--- src/rtl/uart_tx_word_arbiter.sv ---
// rtl/uart_tx_word_arbiter.sv - round-robin arbiter feeding 32-bit words to a byte UART, MSB first
module uart_tx_word_arbiter #(
    parameter int N_REQ       = 4,
    parameter int TIMEOUT_CYC = 65535,
    parameter int PTR_W       = 2
) (
    input  logic                  sys_clk,
    input  logic                  reset,
    input  logic [N_REQ-1:0]      req,
    input  logic [32*N_REQ-1:0]   word_in,
    output logic [N_REQ-1:0]      grant,
    output logic [N_REQ-1:0]      done,
    output logic                  err,
    output logic [PTR_W-1:0]      owner,
    output logic                  busy,
    output logic [7:0]            tx_data,
    output logic                  tx_en,
    input  logic                  tx_done
);

    localparam int CNT_W = (TIMEOUT_CYC > 2) ? $clog2(TIMEOUT_CYC) : 1;
    localparam logic [CNT_W-1:0] CNT_LAST = CNT_W'(TIMEOUT_CYC - 1);

    typedef enum logic [1:0] {IDLE, SEND, WAIT} state_t;

    state_t            state;
    logic [PTR_W-1:0]  ptr;
    logic [31:0]       shift;
    logic [1:0]        byte_idx;
    logic [CNT_W-1:0]  cnt;

    logic [PTR_W-1:0]  pick;
    logic              pick_vld;
    logic [31:0]       sel_word;

    // Round-robin search upward from ptr+1; iterating downward leaves the nearest hit in pick
    always_comb begin
        pick     = '0;
        pick_vld = 1'b0;
        for (int i = N_REQ; i >= 1; i--) begin
            int               c;
            logic [PTR_W-1:0] cidx;
            c = int'(ptr) + i;
            if (c >= N_REQ) begin
                c = c - N_REQ;
            end
            cidx = PTR_W'(c);
            if (req[cidx]) begin
                pick     = cidx;
                pick_vld = 1'b1;
            end
        end
    end

    // Word of the selected requester
    always_comb begin
        sel_word = '0;
        for (int i = 0; i < N_REQ; i++) begin
            if (pick == PTR_W'(i)) begin
                sel_word = word_in[32*i +: 32];
            end
        end
    end

    // Arbitration and byte-sequencing FSM; every output is a register
    always_ff @(posedge sys_clk or negedge reset) begin
        if (!reset) begin
            state    <= IDLE;
            ptr      <= PTR_W'(N_REQ - 1);
            shift    <= '0;
            byte_idx <= '0;
            cnt      <= '0;
            grant    <= '0;
            done     <= '0;
            err      <= 1'b0;
            owner    <= '0;
            busy     <= 1'b0;
            tx_data  <= '0;
            tx_en    <= 1'b0;
        end else begin
            grant <= '0;
            done  <= '0;
            err   <= 1'b0;
            case (state)
                IDLE: begin
                    tx_en <= 1'b0;
                    if (pick_vld) begin
                        shift    <= sel_word;
                        owner    <= pick;
                        ptr      <= pick;
                        grant    <= N_REQ'(1) << pick;
                        busy     <= 1'b1;
                        byte_idx <= '0;
                        state    <= SEND;
                    end
                end
                SEND: begin
                    tx_data <= shift[31:24];
                    tx_en   <= 1'b1;
                    shift   <= {shift[23:0], 8'h00};
                    cnt     <= '0;
                    state   <= WAIT;
                end
                WAIT: begin
                    tx_en <= 1'b0;
                    // tx_done during our own tx_en cycle belongs to no byte of ours yet
                    if (tx_done && !tx_en) begin
                        if (byte_idx == 2'd3) begin
                            done  <= N_REQ'(1) << owner;
                            busy  <= 1'b0;
                            state <= IDLE;
                        end else begin
                            byte_idx <= byte_idx + 2'd1;
                            state    <= SEND;
                        end
                    end else if (cnt == CNT_LAST) begin
                        err   <= 1'b1;
                        busy  <= 1'b0;
                        state <= IDLE;
                    end else if (cnt != '1) begin
                        cnt <= cnt + CNT_W'(1);
                    end
                end
                default: begin
                    state <= IDLE;
                end
            endcase
        end
    end

endmodule

--- config.mk ---
export PLATFORM = sky130hd
export DESIGN_NAME = uart_tx_word_arbiter
export DESIGN_NICKNAME = d
export VERILOG_FILES = /design/src/rtl/uart_tx_word_arbiter.sv
export SDC_FILE = /design/constraint.sdc
export NUM_CORES = 1
export LEC_CHECK = 0
export ABC_AREA = 0
export CORE_MARGIN = 4
export CORE_UTILIZATION = 35
export DETAILED_ROUTE_END_ITERATION = 16
export MAX_ROUTING_LAYER = met4
export PLACE_DENSITY_LB_ADDON = 0.15
export SETUP_SLACK_MARGIN = 0.4
export SLEW_MARGIN = 20
export SYNTH_ARGS = -nofsm -noshare
export SYNTH_HDL_FRONTEND = slang
export SYNTH_SLANG_ARGS = --single-unit
--- constraint.sdc ---
create_clock -name sys_clk -period 2.4 [get_ports sys_clk]
set_input_delay 0.36 -clock sys_clk [delete_from_list [all_inputs] [get_ports sys_clk]]
set_output_delay 0.36 -clock sys_clk [all_outputs]
set_load 0.03 [all_outputs]
==> results.yml, run 1 <==
outcome:
  status: "completed"
cells_and_area:
  fillers: 1015
  final_net_count: 740
  n_antenna_cell: 0
  final-seq-area_sq_um: 1880
  layout_commonest_cell: "clkdlybuf4s50_1"
  drive_gt1_share_pct: 13.0
  multi_input_comb_area_sq_um: 2250
  stdcell_count: 750
  fin_util_pct: 56.5
  synthToLayoutAreaGrowth_pct: 55.3
  mostFrequentLayoutCells: "154 x clkdlybuf4s50_1, 71 x dfrtp_1, 48 x nand2_1, 44 x mux2i_1, 30 x o211ai_1"
global_route:
  grt_pass1_vias: 4221
  grt_max_degree: 45
  track_usage_pct: 18.9
  grt_pass1_wl_um: 20700
  grt-ovfl-total: 0
  antenna_found_initial: 0
sta:
  tightestPinTransition_ps: 749
  rsz0062_at_grt: "yes"
  min_period_ps: 1940
  max_slew_margin_pct: 50.0
  tns_ps: 0
  fmax_mhz: 515
  slew_violations: 0
  post-route-period-util_pct: 80.9
  setup_violations: 0
  finClkSkew_ps: 4.73
  finalHoldViolCount: 0
clock_network:
  ctsRootBufferMaster: "clkbuf_16"
  htreeDepth: 3
  cts_num_sinks: 75
  tritoncts: "yes"
  clockBufferDepth: 2
  clock_latency_ps: 330
  clkTransAtPathRegs_ps: 60
  numCtsBuffers: 9
floorplan:
  die_y_um: 118
  io_pins: 156
  die_area_sq_um: 13900
  rows: 39
  start_util_pct: 36.4
  design.core.area_sq_um: 11600
  die_w_um: 118
routing:
  wl_um: 13400
  drtPass1Iterations: 4
  m1WireLength_um: 5620
  vias: 4142
  ant_nets: 0
  wl_met2_um: 6970
  topRoutingLayerUsed: "met4"
  route.met3.wl_um: 539
  drtIter0Drc: 237
  via_per_inst: 5.52
  drc: 0
  routedWlPerCell_um: 17.9
power_and_ir_drop:
  power_frac_clock_pct: 20.9
  vdd_drop_max_v: 0.000453
  p_sw_w: 0.00268
  p_leak_nw: 2.86
  cell_internal_pwr_w: 0.00423
  comb_power_share_pct: 49.9
  seq_power_share_pct: 29.2
  p_per_area_nw_per_um2: 1050
  swShare_pct: 38.8
setup_path:
  timing.rr.start: "cnt[3]$_DFFE_PN0P_"
  crit_required_ps: 2600
  worstSetupStartpointType: "input port"
  critPathArrivalTime_ps: 2140
  critical_path_class: "input port to flip-flop"
  cp_max_fo: 16
  end_kind: "flip-flop"
  critPathLaunch: "req[3]"
logic_synthesis:
  syn_nets: 572
  ys_seq_area_share_pct: 44.5
  syn_inst: 434
  yosysTopAreaCell: "dfrtp_1"
  ys.warnings.count: 0
  synthTopCellsByArea: "dfrtp_1 43%, mux2i_1 11%, o211ai_1 5.3%"
  ys_ff_latch: 75
  ys.flop_type: "dfrtp_1"
  async_flop_share_pct: 100
  ys_types: 46
  avgSynthCellArea_sq_um: 9.74
  synth-edff-count: 0
  syn_area_sq_um: 4230
  synthDominantCellAreaShare_pct: 43.2
placed_design:
  io_buffers: 155
  dpl.cell_count: 717
  hpwl_um: 9880
  gp_congestion: 0.854
hold_path:
  min_from: "shift[31]$_DFFE_PN0P_"
  hold_class: "flip-flop to flip-flop"
job:
  drv_cap: 0
[metrics by stage]
stage          hold WS, ps  instance area, sq um  setup slack, ps  power [W]
2_1_floorplan         64.4                  4230              432    0.00402
3_3_place_gp           331                  6010             49.8    0.00515
3_5_place_dp           335                  6010             5.35    0.00519
4_1_cts                466                  6380              382    0.00671
5_1_grt                499                  6570              370    0.00733
6_report               469                  6570              459    0.00691
[final timing paths]
path / slack (ps) / cells past startpoint / to
min reg2reg: 470 / 2 / tx_data[7]$_DFFE_PN0P_
min: 470 / 2 / tx_data[7]$_DFFE_PN0P_
max: 460 / 7 / shift[11]$_DFFE_PN0P_
max reg2reg: 460 / 5 / cnt[13]$_DFFE_PN0P_
max in group asynchronous: 1310 / 3 / shift[11]$_DFFE_PN0P_
min in group asynchronous: 520 / 2 / cnt[12]$_DFFE_PN0P_
[area by class of cell]
class	count	area share (%)
Multi-Input combinational cell	311	34.2
Inverter	15	0.858
Timing Repair Buffer	190	28.7
Tap cell	143	2.73
Sequential cell	75	28.7
Clock inverter	6	1.33
Clock buffer	10	3.49
[power by group through the flow]
stage	Combinational, W	Sequential, W	Clock [W]
floorplan	0.00187	0.00215	0
global placement	0.00310	0.00205	0
detailed placement	0.00314	0.00205	0
CTS	0.00322	0.00203	0.00146
global route	0.00375	0.00207	0.00151
finish	0.00345	0.00202	0.00144
[flip-flops by register name, indices dropped and copies added (netlist names)]
name	flops
err	1
shift	32
byte_idx	2
tx_data	8
state	2
owner	2
cnt	16
busy	1
ptr	2
tx_en	1
grant	4
done	4
[per-layer routing]
layer | global-route usage, % | vias to the layer above
met4 | 6.15 | 0
met5 | - | -
met1 | 22.4 | 2004
met2 | 33.2 | 148
met3 | 2.69 | 24
li1 | - | 1966
[cell families after synthesis]
group | synth area share, %
simple gates | 16.3
compound gates | 20.9
flops | 44.5
mux | 11.6
buf+inv | 4.91
xor+xnor | 0.829
fa+ha+maj | 0.888
[worst max-delay path, cell delays in order]
cell and delay [ps]:
clkdlybuf4s50_1 560, nand2b_1 100, a31oi_2 220, and2_4 240
buf_12 190, mux2i_1 320, o211ai_1 120
[timing repair]
action	CTS	global route
pin swaps	1	2
gates resized for setup	11	17
hold buffers	1	0
gates cloned	0	1
setup buffers	3	12
endpoints found under the hold margin	29	0
endpoints found under the setup margin	7	31
[cell usage after synthesis, drive strengths merged, types with 6 or more instances]
cell type / instances
a21boi: 15
and3: 27
o221ai: 20
or3: 6
clkbuf: 24
nor2: 11
inv: 15
o211ai: 30
a22oi: 13
nor3: 6
buf: 9
a21oi: 19
nand3: 13
nand2b: 7
mux2i: 48
dfrtp: 73
nand2: 48
(Power assumes the default switching activity.)
==> inputs of run 2 (changes only) <==
Clock period 2.4 ns to 1.6 ns, I/O delays scaled along.
==> results.yml, run 2 (synthesis gave the netlist of run 1 again) <==
outcome:
  status: "complete, but fails checks"
  violations: "setup timing"
clock_network:
  htreeDepth: 3
  tritoncts: "yes"
  clkTransAtPathRegs_ps: 70
  ctsRootBufferMaster: "clkbuf_16"
  clock_latency_ps: 330
  numCtsBuffers: 9
  cts_num_sinks: 75
  clockBufferDepth: 2
global_route:
  grt_pass1_vias: 4996
  grt_max_degree: 37
  grt-ovfl-total: 0
  antenna_found_initial: 0
  grt_pass1_wl_um: 26600
  track_usage_pct: 24.4
setup_path:
  r2r_setup_slack_ps: -340
  r2r_end: "shift[25]$_DFFE_PN0P_"
  worstSetupStartpointType: "flip-flop"
  crit_required_ps: 1800
  cp_max_fo: 6
  critPathArrivalTime_ps: 2140
  r2r_cells: 9
  timing.rr.start: "ptr[1]$_DFFE_PN1P_"
  end_kind: "flip-flop"
  critical_path_class: "flip-flop to flip-flop"
routing:
  routedWlPerCell_um: 20.3
  ant_nets: 0
  drtPass1Iterations: 4
  drtIter0Drc: 252
  via_per_inst: 5.53
  wl_um: 17200
  vias: 4676
  drc: 0
floorplan:
  rows: 39
  design.core.area_sq_um: 11600
  die_w_um: 118
  die_y_um: 118
  io_pins: 156
  start_util_pct: 36.4
  die_area_sq_um: 13900
sta:
  post-route-period-util_pct: 121
  setup_violations: 57
  fin_hold_ws_ps: 408
  max_slew_margin_pct: 67.9
  slew_violations: 0
  fmax_mhz: 515
  finalHoldViolCount: 0
  finClkSkew_ps: 12.1
  rsz0062_at_grt: "yes"
  finalWorstSetupSlack_ps: -340
  min_period_ps: 1940
  tightestPinTransition_ps: 482
  tns_ps: -13110
cells_and_area:
  n_antenna_cell: 0
  layout_commonest_cell: "clkdlybuf4s50_1"
  fillers: 762
  synthToLayoutAreaGrowth_pct: 101
  largest-register: "shift"
  stdcell_area_sq_um: 8500
  final_net_count: 836
  mostFrequentLayoutCells: "129 x clkdlybuf4s50_1, 70 x dfrtp_1, 65 x buf_4, 35 x buf_6, 31 x nand2_1"
  reg.largest.list: "shift x32, cnt x16, tx_data x8"
  largest_reg_flops: 32
  fin_util_pct: 73.2
  drive_gt1_share_pct: 41.5
placed_design:
  io_buffers: 155
  hpwl_um: 10500
  place_area_sq_um: 6720
  gp_congestion: 0.846
job:
  drv_cap: 0
power_and_ir_drop:
  vdd_drop_max_v: 0.00102
  p_leak_nw: 3.70
  p_per_area_nw_per_um2: 1720
hold_path:
  hold_class: "input port to asynchronous set/reset pin"
## run 2: cell types whose count changed in the layout (fill, tap and decap cells not counted), sizes merged
cell and change:
clkdlybuf4s50 -25, buf +116, bufinv +2, clkbuf +1, clkdlybuf4s15 +2, clkinv -2
dlygate4sd2 +2
## run 2: critical path, stage by stage (launching register included)
cell and delay (ps):
dfstp_2 600, buf_6 120, buf_6 100, a31oi_4 80, and2_4 210, buf_6 120
buf_6 110, buf_12 140, mux2i_1 180, o221ai_1 160
## run 2: cell type report
class                           instances  area, sq um  share of cell area [%]
Sequential cell                        75         1880                    22.2
Clock inverter                          6          138                    1.62
Tap cell                              143          179                    2.11
Timing Repair Buffer                  286         3080                    36.2
Inverter                               15         61.3                   0.721
Multi-Input combinational cell        311         2930                    34.5
Clock buffer                           10          229                    2.69
## run 2: worst max path at each step
stage          cells after the start  slack, ps               endpoint               start
3_5_place_dp                       7       -500  shift[13]$_DFFE_PN0P_              req[3]
3_3_place_gp                       7       -480  shift[10]$_DFFE_PN0P_              req[3]
6_report                           9       -340  shift[25]$_DFFE_PN0P_  ptr[1]$_DFFE_PN1P_
5_1_grt                            6       -400    cnt[15]$_DFFE_PN0P_  cnt[1]$_DFFE_PN0P_
4_1_cts                            6       -310    cnt[15]$_DFFE_PN0P_  cnt[1]$_DFFE_PN0P_
2_1_floorplan                      6       -300    cnt[13]$_DFFE_PN0P_  cnt[2]$_DFFE_PN0P_
## run 2: per-stage QoR
step | cells | total power [W] | worst slack (ps)
after floorplan | 434 | 0.00668 | -301
final | 846 | 0.0147 | -340
after global placement | 773 | 0.00874 | -479
after detailed placement | 773 | 0.00886 | -501
after CTS | 833 | 0.0137 | -311
after global routing | 846 | 0.0153 | -399
## run 2: repair_timing
action,in CTS,in global routing
buffers inserted,31,13
gates cloned,12,0
pin swaps,36,27
endpoints found under the hold margin,29,0
hold buffers,1,0
endpoints found under the setup margin,95,79
gates resized for setup,230,71
## run 2: metal layers
metal	track usage, %	vias to the layer above	wire length (um)
met5	-	-	0
li1	-	2169	-
met4	6.81	0	386
met2	40.9	166	8870
met3	4.61	25	981
met1	30.2	2316	6930
## run 2: where the power goes
part	total (W)	switching, W	internal, W	leakage, nW
Combinational	0.00899	0.00415	0.00485	2.56
Sequential	0.00313	0.000544	0.00259	0.963
Clock	0.00253	0.000840	0.00169	0.177
==> inputs of run 3 (changes only) <==
Clock period 1.6 ns to 2.1 ns, I/O delays scaled along.
==> results.yml, run 3 (synthesis gave the netlist of run 1 again) <==
sta:
  slew_violations: 0
  finalHoldViolCount: 0
  max_slew_margin_pct: 66.5
  min_period_ps: 1920
  post-route-period-util_pct: 91.6
  tightestPinTransition_ps: 490
  setup_violations: 0
  rsz0062_at_grt: "yes"
  finClkSkew_ps: 7.82
  fmax_mhz: 520
setup_path:
  cp_slowest_cell: "or4b_4"
  cp_slowest_stage_delay_ps: 510
  critical_path_class: "flip-flop to flip-flop"
  timing.rr.start: "cnt[1]$_DFFE_PN0P_"
  critPathTopFamily: "simple AND/OR/NAND/NOR gates"
  crit_buf_inv: 0
  r2r_cells: 6
  crit_chain: "ha_4, o21ai_4, nor3_4, or4b_4, or4_1, nand2_1"
  cp_max_fo: 3
  critPathArrivalTime_ps: 2210
  cp_num_cells: 6
  end_kind: "flip-flop"
  crit_required_ps: 2390
  r2r_setup_slack_ps: 180
  worstSetupStartpointType: "flip-flop"
  critPathLaunch: "cnt[1]$_DFFE_PN0P_"
cells_and_area:
  stdcell_area_sq_um: 7520
  synthToLayoutAreaGrowth_pct: 78.0
  reg.largest.list: "shift x32, cnt x16, tx_data x8"
  final_net_count: 785
  largest-register: "shift"
  fin_util_pct: 64.8
  n_antenna_cell: 0
  drive_gt1_share_pct: 24.5
  largest_reg_flops: 32
  layout_commonest_cell: "clkdlybuf4s50_1"
  mostFrequentLayoutCells: "137 x clkdlybuf4s50_1, 70 x dfrtp_1, 46 x buf_4, 44 x nand2_1, 39 x mux2i_1"
  fillers: 934
clock_network:
  cts_num_sinks: 75
  clockBufferDepth: 2
  clkTransAtPathRegs_ps: 60
  tritoncts: "yes"
  clock_latency_ps: 350
  numCtsBuffers: 9
  ctsRootBufferMaster: "clkbuf_16"
  htreeDepth: 3
power_and_ir_drop:
  comb_power_share_pct: 55.2
  p_leak_nw: 3.32
  cell_internal_pwr_w: 0.00598
  p_per_area_nw_per_um2: 1270
  power_w: 0.00953
  p_sw_w: 0.00355
  vdd_drop_max_v: 0.000717
  power_frac_clock_pct: 20.3
  seq_power_share_pct: 24.5
  swShare_pct: 37.2
global_route:
  use_met3_pct: 5.14
  use_met2_pct: 34.8
  busiest_layer: "met2"
  grt-ovfl-total: 0
  grt_pass1_wl_um: 23900
  grt_use_met1_pct: 28.0
  track_usage_pct: 22.0
  antenna_found_initial: 0
  grt_pass1_vias: 4553
  grt_max_degree: 43
floorplan:
  die_w_um: 118
  die_area_sq_um: 13900
  start_util_pct: 36.4
  rows: 39
  die_y_um: 118
  design.core.area_sq_um: 11600
  io_pins: 156
job:
  drv_cap: 0
routing:
  ant_nets: 0
  drtPass1Iterations: 4
  wl_um: 15200
  routedWlPerCell_um: 19.1
  vias: 4405
  drtIter0Drc: 192
  via_per_inst: 5.54
  drc: 0
outcome:
  status: "completed"
placed_design:
  io_buffers: 155
  place_area_sq_um: 6240
  hpwl_um: 10100
  gp_congestion: 0.831
hold_path:
  hold_class: "input port to asynchronous set/reset pin"
==> run 3: metal layers <==
layer / up-vias / share of wire, %
met5: - / 0
met4: 0 / 1.6
met3: 22 / 6.1
met2: 165 / 49
met1: 2158 / 43
li1: 2060 / -
==> run 3: metrics by stage <==
stage / hold slack, ps / std cells / TNS [ps] / worst slack, ps
floorplan: 19.4 / 434 / 0 / 199
global placement: 303 / 737 / -451 / -63.5
detailed placement: 304 / 737 / -1430 / -95.6
CTS: 468 / 784 / 0 / 181
global route: 491 / 795 / 0 / 119
finish: 469 / 795 / 0 / 177
==> run 3: timing repair <==
item,in CTS,in global routing
endpoints found under the setup margin,59,59
hold buffers,1,0
setup buffers,22,9
gates cloned,8,2
hold endpoints to repair,31,0
pin swaps,27,28
resized for setup,53,59
==> run 3: power by group through the flow <==
stage                     Sequential (W)  Clock [W]  Combinational, W
after floorplan                  0.00247          0           0.00235
after global placement           0.00233          0           0.00389
after detailed placement         0.00234          0           0.00395
after CTS                        0.00230    0.00195           0.00480
after global routing             0.00238    0.00203           0.00567
final                            0.00233    0.00193           0.00526
==> run 3: worst paths after layout <==
path                                          end
max                           cnt[15]$_DFFE_PN0P_
min                            cnt[2]$_DFFE_PN0P_
max reg2reg                   cnt[15]$_DFFE_PN0P_
min reg2reg                tx_data[1]$_DFFE_PN0P_
max in group asynchronous   shift[10]$_DFFE_PN0P_
min in group sys_clk       tx_data[1]$_DFFE_PN0P_
==> run 3: layout make-up <==
| class | instances | area, sq um | area share [%] |
|---|---|---|---|
| timing repair buffer | 235 | 2540 | 33.8 |
| multi-input combinational | 311 | 2490 | 33.2 |
| sequential | 75 | 1880 | 25.0 |
| clock buffer | 10 | 229 | 3.04 |
| tap | 143 | 179 | 2.38 |
| clock inverter | 6 | 138 | 1.83 |
| inverter | 15 | 56.3 | 0.748 |
